**config.mk**
```make
export PLATFORM = sky130hd
export DESIGN_NAME = rotor_stepper
export DESIGN_NICKNAME = d
export VERILOG_FILES = /design/src/rtl/rotor_stepper.sv
export SDC_FILE = /design/constraint.sdc
export NUM_CORES = 1
export LEC_CHECK = 0
export BUFFER_PORTS_ARGS = -buffer_cell sky130_fd_sc_hd__buf_2
export CAP_MARGIN = 5
export CORE_ASPECT_RATIO = 0.7
export CORE_UTILIZATION = 40
export DETAILED_ROUTE_END_ITERATION = 7
export PLACE_DENSITY = 0.69
export SLEW_MARGIN = 10
export SYNTH_ARGS = -nofsm -noshare
export SYNTH_HDL_FRONTEND = slang
export SYNTH_SLANG_ARGS = --single-unit
```
**constraint.sdc**
```tcl
create_clock -name clk -period 2.78 [get_ports clk]
set_input_delay 0.556 -clock clk [delete_from_list [all_inputs] [get_ports clk]]
set_output_delay 0.556 -clock clk [all_outputs]
set_load 0.01 [all_outputs]
```
**src/rtl/rotor_stepper.sv**
```systemverilog
// Enigma rotor position controller: odometer stepping with the middle-rotor double step.
// Optional key debounce enabled by defining ROTOR_STEPPER_DEBOUNCE_EN.
module rotor_stepper #(
    parameter logic [5:0] R_NOTCH         = 6'd21,
    parameter logic [5:0] M_NOTCH         = 6'd4,
    parameter int         DEBOUNCE_CYCLES = 16
) (
    input  logic        clk,
    input  logic        rst_n,
    input  logic        load,
    input  logic [5:0]  pos_r_in,
    input  logic [5:0]  pos_m_in,
    input  logic [5:0]  pos_l_in,
    input  logic        key_press,
    output logic [5:0]  shift_r,
    output logic [5:0]  shift_m,
    output logic [5:0]  shift_l,
    output logic        busy,
    output logic        shift_valid,
    output logic [15:0] key_count
);

    typedef enum logic [1:0] {IDLE, STEP, DONE} state_t;

    state_t      state_q, state_d;
    logic [5:0]  pos_r_q, pos_r_d, pos_m_q, pos_m_d, pos_l_q, pos_l_d;
    logic [15:0] key_count_q, key_count_d;
    logic        key_q;
    logic        key_lvl;
    logic        key_edge;

    function automatic logic [5:0] wrap_inc(input logic [5:0] p);
        return (p == 6'd25) ? 6'd0 : p + 6'd1;
    endfunction

    function automatic logic [5:0] clamp_pos(input logic [5:0] p);
        return (p >= 6'd26) ? 6'd0 : p;
    endfunction

`ifdef ROTOR_STEPPER_DEBOUNCE_EN
    localparam int CW = $clog2(DEBOUNCE_CYCLES + 1);

    logic          sync1_q, sync2_q, deb_q, deb_d;
    logic [CW-1:0] cnt_q, cnt_d;

    // Counter only runs while the synchronised input disagrees with the debounced level.
    always_comb begin
        deb_d = deb_q;
        cnt_d = '0;
        if (sync2_q != deb_q) begin
            if (cnt_q == CW'(DEBOUNCE_CYCLES - 1)) begin
                deb_d = sync2_q;
            end else begin
                cnt_d = cnt_q + 1'b1;
            end
        end
    end

    always_ff @(posedge clk or negedge rst_n) begin
        if (!rst_n) begin
            sync1_q <= 1'b0;
            sync2_q <= 1'b0;
            deb_q   <= 1'b0;
            cnt_q   <= '0;
        end else begin
            sync1_q <= key_press;
            sync2_q <= sync1_q;
            deb_q   <= deb_d;
            cnt_q   <= cnt_d;
        end
    end

    assign key_lvl = deb_q;
`else
    assign key_lvl = key_press;
`endif

    assign key_edge = key_lvl & ~key_q;

    // NOTE: every variable gets its hold value before the case so no path leaves it unassigned (no latches).
    always_comb begin
        state_d     = state_q;
        pos_r_d     = pos_r_q;
        pos_m_d     = pos_m_q;
        pos_l_d     = pos_l_q;
        key_count_d = key_count_q;
        unique case (state_q)
            IDLE: begin
                if (load) begin
                    pos_r_d     = clamp_pos(pos_r_in);
                    pos_m_d     = clamp_pos(pos_m_in);
                    pos_l_d     = clamp_pos(pos_l_in);
                    key_count_d = 16'd0;
                end else if (key_edge) begin
                    state_d = STEP;
                end
            end
            STEP: begin
                // Middle notch steps both middle and left: the double step.
                pos_r_d = wrap_inc(pos_r_q);
                if (pos_r_q == R_NOTCH || pos_m_q == M_NOTCH) pos_m_d = wrap_inc(pos_m_q);
                if (pos_m_q == M_NOTCH) pos_l_d = wrap_inc(pos_l_q);
                key_count_d = key_count_q + 16'd1;
                state_d     = DONE;
            end
            DONE:    state_d = IDLE;
            default: state_d = IDLE;
        endcase
    end

    // NOTE: sequential state uses non-blocking assignments so all flops update from pre-edge values.
    always_ff @(posedge clk or negedge rst_n) begin
        if (!rst_n) begin
            state_q     <= IDLE;
            pos_r_q     <= 6'd0;
            pos_m_q     <= 6'd0;
            pos_l_q     <= 6'd0;
            key_count_q <= 16'd0;
            key_q       <= 1'b0;
        end else begin
            state_q     <= state_d;
            pos_r_q     <= pos_r_d;
            pos_m_q     <= pos_m_d;
            pos_l_q     <= pos_l_d;
            key_count_q <= key_count_d;
            key_q       <= key_lvl;
        end
    end

    assign shift_r     = pos_r_q;
    assign shift_m     = pos_m_q;
    assign shift_l     = pos_l_q;
    assign busy        = (state_q != IDLE);
    assign shift_valid = (state_q == DONE);
    assign key_count   = key_count_q;

endmodule
```
-- Word-level counts from Yosys, hierarchy flattened
Cells that the tools add are included.
- muxes and demuxes: 19
- reduce and logical (&&, ||, !) cells: 8
- equality and inequality tests: 12
- $lt $le $gt $ge: 3
- bitwise operators: 2
- add/subtract/negate cells: 4
- operators with widths (operator ; count):
    $mux W6 ; 11
    $pmux W6 S2 ; 3
    $pmux W16 S2 ; 1
    $eq A6 B5 Y1 const B ; 4
    $add A6 B1 Y6 const B ; 3
    $ge A6 B5 Y1 const B ; 3
    $add A16 B1 Y16 const B ; 1
    $mux W16 ; 1
    $ne A2 B2 Y1 const B ; 5
    $eq A6 B3 Y1 const B ; 1
    $reduce_and A3 Y1 ; 2
    $mux W2 ; 2
    $pmux W2 S2 ; 1
    $reduce_and A2 Y1 ; 2
    $reduce_bool A2 Y1 ; 2
    $eq A2 B1 Y1 const B ; 1
    $eq A2 B2 Y1 const B ; 1
    $logic_not A2 Y1 ; 1
    $and A1 B1 Y1 ; 1
    $logic_or A1 B1 Y1 ; 1
    $not A1 Y1 ; 1
- logic and storage cells: 54
- register bits after elaboration: 37
- output and inout port bits: 36
- input bits: 22

-- Longest topological paths before layout
Gate-level depths: netlist (run 1).
- word-level depth: 5
- gate-level depth with buffers: 6

-- Least setup slack after synthesis (run 1)
Ideal clock, no wire load.
- path kind: register to register
- from: reg pos_l_q[1] (netlist: shift_l[1])
- to: reg pos_l_q[2] (netlist: shift_l[2])
- arrival time: 1.664 ns
- stages on the path, launching flop included: 7
- setup slack: 0.995 ns
- required time: 2.659 ns
- library setup time: 0.121 ns
- path through: dfrtp_1 inv_1 ha_1 inv_1 o41ai_1 o32ai_1 a22o_1
- cells in the longest elaborated chain, start to end: 4
- ends and longest elaborated chain (element ; line ; source):
    start: declaration ; 26 ; logic [5:0] pos_r_q, pos_r_d, pos_m_q, pos_m_d, pos_l_q, pos_l_d;
    start signal: assignment ; 124 ; pos_l_q <= pos_l_d;
    $add A6 B1 Y6 / $eq A6 B5 Y1 (equally long branches) ; 33 ; return (p == 6'd25) ? 6'd0 : p + 6'd1;
    $mux W6 (*) ; 33 ;
    $mux W6 (*) ; 102 ; if (pos_m_q == M_NOTCH) pos_l_d = wrap_inc(pos_l_q);
    $pmux W6 S2 (*) ; 87 ; unique case (state_q)
Every way passes the cells marked *; elsewhere a longest branch is shown, timed or not. The select of a mux whose other input is x is not followed.
A chain may end at the register's enable or synchronous reset.

-- Worst setup path in the final report (run 1)
Same ends and word-level chain as after synthesis.

==> results of run 1 <==
-- per-stage QoR --
step | hold slack, ns | worst slack [ns]
2_1_floorplan | 0.260 | 0.995
3_3_place_gp | 0.393 | 0.764
3_5_place_dp | 0.395 | 0.731
4_1_cts | 0.388 | 0.719
5_1_grt | 0.388 | 0.453
6_report | 0.380 | 0.683
-- flip-flops by register name, summed over array words and instances (netlist names) --
register,cells
key_count,16
shift_l,6
shift_m,6
shift_r,6
state_q,2
key_q,1
-- power by group through the flow --
stage	Sequential, W	Clock (W)	Combinational, W
6_report	0.000631	0.000488	0.000238
5_1_grt	0.000641	0.000520	0.000268
4_1_cts	0.000631	0.000497	0.000240
3_5_place_dp	0.000641	0	0.000239
3_3_place_gp	0.000640	0	0.000238
2_1_floorplan	0.000641	0	0.000130
-- synthesized netlist by cell type, types with 2 or more instances --
library cell	n	share of area (%)
nand2b_1	4	1.2
and3_1	2	0.58
a31oi_1	3	0.86
or2_2	3	0.86
xor2_1	2	0.81
a32oi_1	2	0.81
mux2i_1	3	1.4
nand2_1	24	4.1
o2bb2ai_1	3	1.2
a31o_2	2	0.81
nor3_1	11	2.5
o21a_1	2	0.69
o22ai_1	2	0.58
nand4_1	3	0.86
xnor2_1	6	2.4
nor4_1	3	0.86
o211ai_1	3	1.0
clkbuf_1	5	0.86
o31ai_1	2	0.69
nand3_1	11	2.5
a22o_1	2	0.81
o221ai_1	5	2.0
or3_1	6	1.7
a21o_1	2	0.69
a22oi_1	5	1.7
dfrtp_1	37	43
nor2b_1	2	0.58
nor2_1	17	2.9
o21ai_0	16	3.7
ha_1	8	4.6
a21oi_1	12	2.8
inv_1	11	1.9
-- critical path, stage by stage, from the launching register on --
cell     delay (ns)
dfrtp_1        0.42
inv_1          0.10
ha_1           0.14
inv_1          0.04
o41ai_1        0.88
o32ai_1        0.18
a22o_1         0.23
-- area by class of cell --
cell class                      instances  area, um^2  share of cell area [%]
Clock buffer                            7        86.3                    3.25
Clock inverter                          1        30.0                    1.13
Inverter                               11        41.3                    1.56
Multi-Input combinational cell        185        1180                    44.5
Sequential cell                        37         926                    34.9
Tap cell                               72        90.1                    3.39
Timing Repair Buffer                   59         300                    11.3
-- path summary, 6_finish.rpt --
path | depth (start not counted) | slack [ns] | end | startpoint
max | 6 | 0.68 | shift_l[2] | shift_l[1]
min | 1 | 0.38 | key_count[7] | rst_n
max reg2reg | 6 | 0.68 | shift_l[2] | shift_l[1]
min reg2reg | 1 | 0.40 | state_q[0] | key_q
max in group asynchronous | 1 | 1.85 | key_count[12] | rst_n
min in group clk | 1 | 0.39 | key_q | key_press
-- metal layers --
metal	part of all wire [%]	global-route usage [%]	up-vias	wire [um]
met5	0	0	-	0
met4	1.0	5.24	0	53
li1	-	-	1019	-
met1	53	28.9	952	2800
met3	4.4	4.35	6	233
met2	42	28.1	51	2210
-- logic make-up (layout without fill, tap and decap cells) --
| kind of cell | after synthesis | after routing | share of synthesized area [%] |
|---|---|---|---|
| compound gates | 71 | 71 | 22.6 |
| xor+xnor | 8 | 8 | 3.23 |
| fa+ha+maj | 8 | 8 | 4.61 |
| buf+inv | 17 | 78 | 3.00 |
| flops | 37 | 37 | 42.6 |
| mux | 3 | 3 | 1.38 |
| simple gates | 95 | 95 | 22.6 |
==> results.tsv, run 1 <==
stage	metric	value	unit
clocking	hold-fix buffers at CTS	0	
sta	maximum clock frequency	477	MHz
route	drt initial violations	148	
power_and_ir_drop	Flop pwr share	46.5	%
logic_synthesis	Syn Inst Count	239	
floorplanning	Die X	90.1	um
power_and_ir_drop	Clock power frac	35.9	%
setup_path	CP Data Required Time	2.96	ns
logic_synthesis	ys flop type	dfrtp_1	
place	Cell Area, Placed	2540	um^2
clocking	clk root buf	clkbuf_8	
grt	Tot GR Track Use	19.5	%
logic_synthesis	synthesized area	2170	um^2
layout	most frequent cells in the layout	buf_2, dfrtp_1, nand2_1	
logic_synthesis	Synth Warn #	0	
floorplanning	I/O pin cnt	58	
setup_path	critical path type	flip-flop to flip-flop	
setup_path	Critical Path Start Type	flip-flop	
layout	nets	329	
power_and_ir_drop	Cell Int Power	0.000965	W
grt	vias in the first global route	1840	
sta	minimum clock period	2.10	ns
route	Final ANT Viol Nets	0	
place	IO buf count	57	
flow_run	maximum capacitance violations	0	
clocking	Clock Pin Slew Worst Setup and Hold Paths	0.08	ns
floorplanning	Initial Utilization	41.5	%
layout	fillers	507	
grt	largest net degree at the start of global routing	38	
floorplanning	die area	5730	um^2
logic_synthesis	sequential share of the synthesized area	42.6	%
grt	first-pass GRT wire length	8.94	mm
power_and_ir_drop	Psw	0.000392	W
sta	Max-Slew Margin vs Limit	31.9	%
sta	final hold vios	0	
place	HPWL Detailed	3.89	mm
layout	Layout Cells excl Fill	372	
route	final WL	5.29	mm
logic_synthesis	post-synthesis average cell area	9.09	um^2
status	outcome	completed	
route	vias per cell	5.45	
power_and_ir_drop	pwr dens	511	nW/um^2
layout	area grow syn2layout	22.2	%
sta	RSZ-0062 raised after global routing	no	
logic_synthesis	synthesized flop and latch total	37	
clocking	Clk Latency, worst-skew pair	0.29	ns
clocking	clk sink count	37	
layout	fraction of layout cells with a size suffix above 1	25.3	%
place	routability cong.	0.837	
sta	setup TNS	0	ns
clocking	CTS tree	done	
grt	Overflow after GRT	0	
layout	Final Core Density	50.8	%
clocking	H-tree levels	2	
clocking	CTS Buf Count	5	
clocking	postcts setup bufs	0	
grt	initial antenna violation count	0	
floorplanning	# rows	22	
place	placed cell count	364	
sta	worst slew pin tran	1.01	ns
power_and_ir_drop	Net Sw Frac	28.9	%
route	DRC Markers	0	
power_and_ir_drop	Logic pwr share	17.6	%
logic_synthesis	Synth cell types	52	
logic_synthesis	asr flop ratio synth	100	%
sta	Final Max Tran Viols	0	
clocking	clk buf depth	2	
route	routed vias	2028	
power_and_ir_drop	Total Power	0.00136	W
route	DRT Pass-1 Iters	4	
power_and_ir_drop	Worst VDD drop	0.372	mV
setup_path	Worst Setup End Kind	flip-flop	
sta	Setup Skew	0.00857	ns
setup_path	Arrival @ worst endpoint	2.28	ns
logic_synthesis	Post-synth EDFFs	0	
setup_path	crit path max fanout	7	
worst_hold_path	Tightest Hold Check Type	input pin to async pin	
clocking	CTS resizes	0	
layout	most common cell after layout, fill and taps aside	buf_2	
logic_synthesis	Syn Nets	269	
floorplanning	Core Region	5230	um^2
sta	final setup vio count	0	
layout	post-route cell area	2660	um^2
layout	n_diodes	0	
floorplanning	Die H	63.7	um
sta	Final Cycle Share	75.4	%
power_and_ir_drop	LEAKAGE	1.22	nW
route	per-cell routed wire length	14.2	um
Power figures use the tool's default switching activity.
==> run 2, diff against run 1 <==
==> constraint.sdc (replaced) <==
create_clock -name clk -period 2 [get_ports clk]
set_input_delay 0.4 -clock clk [delete_from_list [all_inputs] [get_ports clk]]
set_output_delay 0.4 -clock clk [all_outputs]
set_load 0.01 [all_outputs]
==> results.tsv, run 2 (synthesized netlist as in run 1, its figures left out) <==
stage	metric	value	unit
setup_path	CP Data Required Time	2.20	ns
grt	Tot GR Track Use	20.5	%
power_and_ir_drop	pwr dens	686	nW/um^2
clocking	Clk Latency, worst-skew pair	0.29	ns
status	outcome	complete, but fails checks	
floorplanning	I/O pin cnt	58	
layout	max reg flops	16	
setup_path	critical path type	flip-flop to flip-flop	
setup_path	Worst Setup End Kind	flip-flop	
route	final WL	5.44	mm
route	drt initial violations	116	
route	per-cell routed wire length	14.2	um
sta	final setup vio count	0	
sta	Setup Skew	0.00646	ns
route	vias per cell	5.62	
sta	worst slew pin tran	0.801	ns
worst_hold_path	Tightest Hold Check Type	input pin to async pin	
layout	nets	340	
sta	Final Cycle Share	90.9	%
clocking	clk sink count	37	
setup_path	crit path max fanout	9	
floorplanning	# rows	22	
floorplanning	die area	5730	um^2
clocking	Clock Pin Slew Worst Setup and Hold Paths	0.08	ns
place	placed cell count	375	
floorplanning	Die X	90.1	um
floorplanning	Die H	63.7	um
layout	area grow syn2layout	25.6	%
sta	RSZ-0062 raised after global routing	no	
sta	setup TNS	0	ns
floorplanning	Core Region	5230	um^2
clocking	clk buf depth	2	
grt	largest net degree at the start of global routing	38	
floorplanning	Initial Utilization	41.5	%
layout	most frequent cells in the layout	buf_2, dfrtp_1, nand2_1	
sta	minimum clock period	1.82	ns
grt	Overflow after GRT	0	
layout	Layout Cells excl Fill	382	
sta	Final Max Tran Viols	0	
layout	most common cell after layout, fill and taps aside	buf_2	
route	DRC Markers	1	
power_and_ir_drop	Worst VDD drop	0.358	mV
sta	fin worst setup slack	0.181	ns
clocking	CTS Buf Count	5	
grt	initial antenna violation count	0	
route	Final ANT Viol Nets	0	
place	HPWL Detailed	4.02	mm
setup_path	Arrival @ worst endpoint	2.02	ns
clocking	H-tree levels	2	
route	DRT Pass-1 Iters	6	
place	setup slack at placement	0.158	ns
layout	n_diodes	0	
power_and_ir_drop	LEAKAGE	1.26	nW
sta	final hold vios	0	
layout	fraction of layout cells with a size suffix above 1	28.4	%
route	routed vias	2146	
clocking	hold-fix buffers at CTS	0	
grt	vias in the first global route	1999	
status	failing checks	DRC	
sta	Max-Slew Margin vs Limit	45.2	%
clocking	CTS tree	done	
setup_path	Critical Path Start Type	flip-flop	
clocking	clk root buf	clkbuf_8	
sta	maximum clock frequency	550	MHz
place	routability cong.	0.825	
grt	first-pass GRT wire length	9.43	mm
layout	Final Core Density	52.2	%
place	IO buf count	57	
flow_run	maximum capacitance violations	0	
run 2: changes by cell type in the layout (fill, tap and decap cells not counted):
cell      previous run  this run
clkbuf_8             6         5
a21oi_1             12        11
clkbuf_1             1         0
a21oi_2              0         1
buf_4                2        13
clkinv_2             0         1
run 2: cell type report:
| type | count | area, um^2 |
|---|---|---|
| clock inverter | 2 | 35.0 |
| timing repair buffer | 70 | 383 |
| clock buffer | 5 | 68.8 |
| tap | 72 | 90.1 |
| multi-input combinational | 185 | 1180 |
| sequential | 37 | 926 |
| fill | 508 | 2500 |
| inverter | 11 | 41.3 |
run 2: critical path: stages (launching register included):
cell	delay (ns)
dfrtp_1	0.43
o21bai_2	0.29
a2111oi_0	0.76
nand2_1	0.15
o221ai_1	0.10
run 2: final timing paths:
kind,from,to,slack (ns),cells past startpoint
worst min-delay path,rst_n,key_count[5],0.15,2
worst max-delay path,state_q[1],shift_r[1],0.18,4
min in group clk,key_press,key_q,0.22,1
max in group asynchronous,rst_n,state_q[1],1.51,2
worst max register to register,state_q[1],shift_r[1],0.18,4
worst min register to register,key_q,state_q[0],0.42,1
run 2: stage by stage:
| stage | cell area, um^2 | power [W] | hold WS [ns] |
|---|---|---|---|
| after floorplan | 2170 | 0.00107 | 0.104 |
| after global placement | 2620 | 0.00124 | 0.403 |
| after detailed placement | 2620 | 0.00125 | 0.403 |
| after CTS | 2730 | 0.00189 | 0.153 |
| after global routing | 2730 | 0.00197 | 0.186 |
| final | 2730 | 0.00187 | 0.153 |
run 2: report_power, final:
group,internal (W),switching (W)
combinational,0.000157,0.000206
sequential,0.000796,0.0000726
clock,0.000363,0.000278
run 2: what timing repair did:
item	CTS	global route
setup buffers	0	0
setup endpoints to repair	0	3
hold endpoints to repair	0	0
gates resized for setup	0	1
run 2: metal layers:
| metal | vias up | GRT usage [%] | routed length (um) |
|---|---|---|---|
| met2 | 64 | 30.2 | 2390 |
| met3 | 9 | 4.83 | 287 |
| li1 | 1043 | - | - |
| met5 | - | 0 | 0 |
| met4 | 0 | 7.66 | 70 |
| met1 | 1030 | 29.1 | 2690 |
==> run 3, diff against run 2 <==
--- a/config.mk
+++ b/config.mk
@@ -5,12 +5,13 @@
 export SDC_FILE = /design/constraint.sdc
 export NUM_CORES = 1
 export LEC_CHECK = 0
+export ABC_AREA = 1
 export BUFFER_PORTS_ARGS = -buffer_cell sky130_fd_sc_hd__buf_2
 export CAP_MARGIN = 5
 export CORE_ASPECT_RATIO = 0.7
 export CORE_UTILIZATION = 40
 export DETAILED_ROUTE_END_ITERATION = 7
-export PLACE_DENSITY = 0.69
+export PLACE_DENSITY = 0.68
 export SLEW_MARGIN = 10
 export SYNTH_ARGS = -nofsm -noshare
 export SYNTH_HDL_FRONTEND = slang
==> results.tsv, run 3 <==
stage	metric	value	unit
power_and_ir_drop	Worst VDD drop	0.312	mV
setup_path	Worst path depth	7	
clocking	H-tree levels	2	
setup_path	max incr delay on CP	0.45	ns
setup_path	Critical Path Start Type	flip-flop	
route	DRC Markers	0	
logic_synthesis	post-synthesis average cell area	6.94	um^2
route	final WL	6.32	mm
flow_run	maximum capacitance violations	0	
power_and_ir_drop	pwr dens	575	nW/um^2
sta	minimum clock period	1.46	ns
layout	most common cell after layout, fill and taps aside	nand2_1	
layout	most frequent cells in the layout	nand2_1, buf_2, nand3_1	
sta	Setup Skew	0.00373	ns
logic_synthesis	Post-synth EDFFs	0	
sta	final setup vio count	0	
sta	worst slew pin tran	0.472	ns
logic_synthesis	synthesized area	2550	um^2
route	per-cell routed wire length	12.6	um
setup_path	crit path buf inv count	1	
clocking	postcts setup bufs	0	
sta	RSZ-0062 raised after global routing	no	
clocking	Clk Latency, worst-skew pair	0.28	ns
floorplanning	Core Region	5930	um^2
place	routability cong.	0.863	
grt	Tot GR Track Use	20.0	%
clocking	clk buf depth	2	
floorplanning	I/O pin cnt	58	
sta	setup TNS	0	ns
logic_synthesis	most instantiated cells after synthesis	nand2_1, nand3_1, dfrtp_1	
place	IO buf count	57	
sta	Max-Slew Margin vs Limit	68.2	%
setup_path	CP Data Required Time	2.16	ns
route	Final ANT Viol Nets	0	
route	drt initial violations	160	
layout	nets	457	
grt	vias in the first global route	2185	
clocking	clk sink count	37	
route	vias per cell	4.98	
setup_path	Arrival @ worst endpoint	1.62	ns
logic_synthesis	Syn Nets	398	
floorplanning	Die X	97.5	um
logic_synthesis	Synth cell types	29	
grt	initial antenna violation count	0	
sta	Final Cycle Share	73.0	%
setup_path	worst-path cell chain	inv_1 -> ha_1 -> nor3b_2 -> nand2_4 -> nand3_4 -> nand2_1 -> o21ai_1	
logic_synthesis	Syn Inst Count	368	
floorplanning	Die H	68.9	um
logic_synthesis	post-synth top area share	36.3	%
layout	max reg flops	16	
floorplanning	# rows	23	
logic_synthesis	sequential share of the synthesized area	36.3	%
setup_path	RR Endpoint	shift_m[0]	
layout	area grow syn2layout	16.5	%
route	DRT Pass-1 Iters	5	
setup_path	Critical Path Slowest Stage Cell	dfrtp_1	
setup_path	R2R cell count	7	
sta	maximum clock frequency	685	MHz
power_and_ir_drop	LEAKAGE	1.61	nW
setup_path	CP delay by family, top	simple AND/OR/NAND/NOR gates	
layout	Final Core Density	50.2	%
clocking	hold-fix buffers at CTS	0	
setup_path	Crit Reg-Reg Startpoint	shift_m[0]	
floorplanning	die area	6710	um^2
logic_synthesis	most frequent cell after synthesis	nand2_1	
grt	first-pass GRT wire length	10.6	mm
setup_path	crit path max fanout	10	
layout	fraction of layout cells with a size suffix above 1	19.4	%
sta	final hold vios	0	
layout	fillers	618	
logic_synthesis	ys flop type	dfrtp_1	
logic_synthesis	Synth Warn #	0	
clocking	clk root buf	clkbuf_8	
status	outcome	completed	
grt	largest net degree at the start of global routing	38	
clocking	CTS Buf Count	5	
grt	Overflow after GRT	0	
logic_synthesis	synthesized flop and latch total	37	
logic_synthesis	asr flop ratio synth	100	%
logic_synthesis	area leader, netlist	dfrtp_1	
sta	Final Max Tran Viols	0	
clocking	Clock Pin Slew Worst Setup and Hold Paths	0.07	ns
route	routed vias	2507	
layout	n_diodes	0	
clocking	CTS resizes	0	
clocking	CTS tree	done	
floorplanning	Initial Utilization	43.1	%
setup_path	Worst Setup End Kind	flip-flop	
place	HPWL Detailed	4.83	mm
setup_path	critical path type	flip-flop to flip-flop	
logic_synthesis	Area contributors post-synth	dfrtp_1, nand2_1, nand3_1	
setup_path	r2r setup slk	0.54	ns
worst_hold_path	Tightest Hold Check Type	input pin to async pin	
## run 3: changes by cell type after synthesis, moves of 5 or more
cell,previous run,this run
nand3_1,11,55
a22oi_1,5,0
o21ai_0,16,8
nor2_1,17,29
o21ai_1,0,12
inv_1,11,36
a21oi_1,12,4
inv_2,0,5
nor3_1,11,2
nand4_1,3,14
o221ai_1,5,0
or3_1,6,0
nand2_1,24,124
clkbuf_1,5,0
## run 3: power by group
part | internal [W] | switching [W] | total [W]
logic | 0.000135 | 0.000210 | 0.000345
clock network | 0.000248 | 0.000240 | 0.000488
registers | 0.000792 | 0.0000857 | 0.000878
total | 0.00117 | 0.000536 | 0.00171
## run 3: per-layer routing
metal / wire [um] / track usage (%) / vias to the layer above
met2: 2530 / 28.8 / 79
met5: 0 / 0 / -
met1: 3340 / 30.3 / 1112
met3: 411 / 4.54 / 2
li1: - / - / 1314
met4: 34 / 4.78 / 0
## run 3: cell families (layout without fill, tap and decap cells)
group / after synthesis / in the layout / synth area share (%)
AND/OR/NAND/NOR: 242 / 242 / 44.1
flip-flops: 37 / 37 / 36.3
buffers and inverters: 49 / 109 / 8.38
AO/OA/AOI/OAI: 27 / 27 / 5.63
adder cells (fa/ha/maj): 8 / 8 / 3.92
XOR/XNOR: 5 / 5 / 1.72
## run 3: how the worst max path moves through the flow
stage / startpoint / endpoint / slack (ns)
3_5_place_dp: shift_m[0] / shift_m[5] / 0.55
4_1_cts: shift_m[0] / shift_m[5] / 0.54
5_1_grt: shift_m[0] / shift_m[5] / 0.42
2_1_floorplan: shift_m[0] / shift_m[2] / 0.62
3_3_place_gp: shift_m[0] / shift_l[3] / 0.59
6_report: shift_m[0] / shift_m[0] / 0.54
## run 3: layout make-up
class,instances,area (um^2),share of cell area [%]
timing repair buffer,60,308,10.3
sequential,37,926,31.1
inverter,41,154,5.17
clock buffer,8,80.1,2.69
tap,75,93.8,3.15
multi-input combinational,282,1410,47.5
## run 3: metrics by stage
step	setup slack, ns	total power, W	cell area [um^2]	cells	hold WS [ns]
floorplan	0.617	0.00110	2550	368	0.104
global placement	0.587	0.00123	2900	495	0.399
detailed placement	0.553	0.00124	2900	495	0.396
CTS	0.539	0.00173	2980	503	0.169
global route	0.425	0.00183	2980	503	0.196
finish	0.539	0.00171	2980	503	0.156
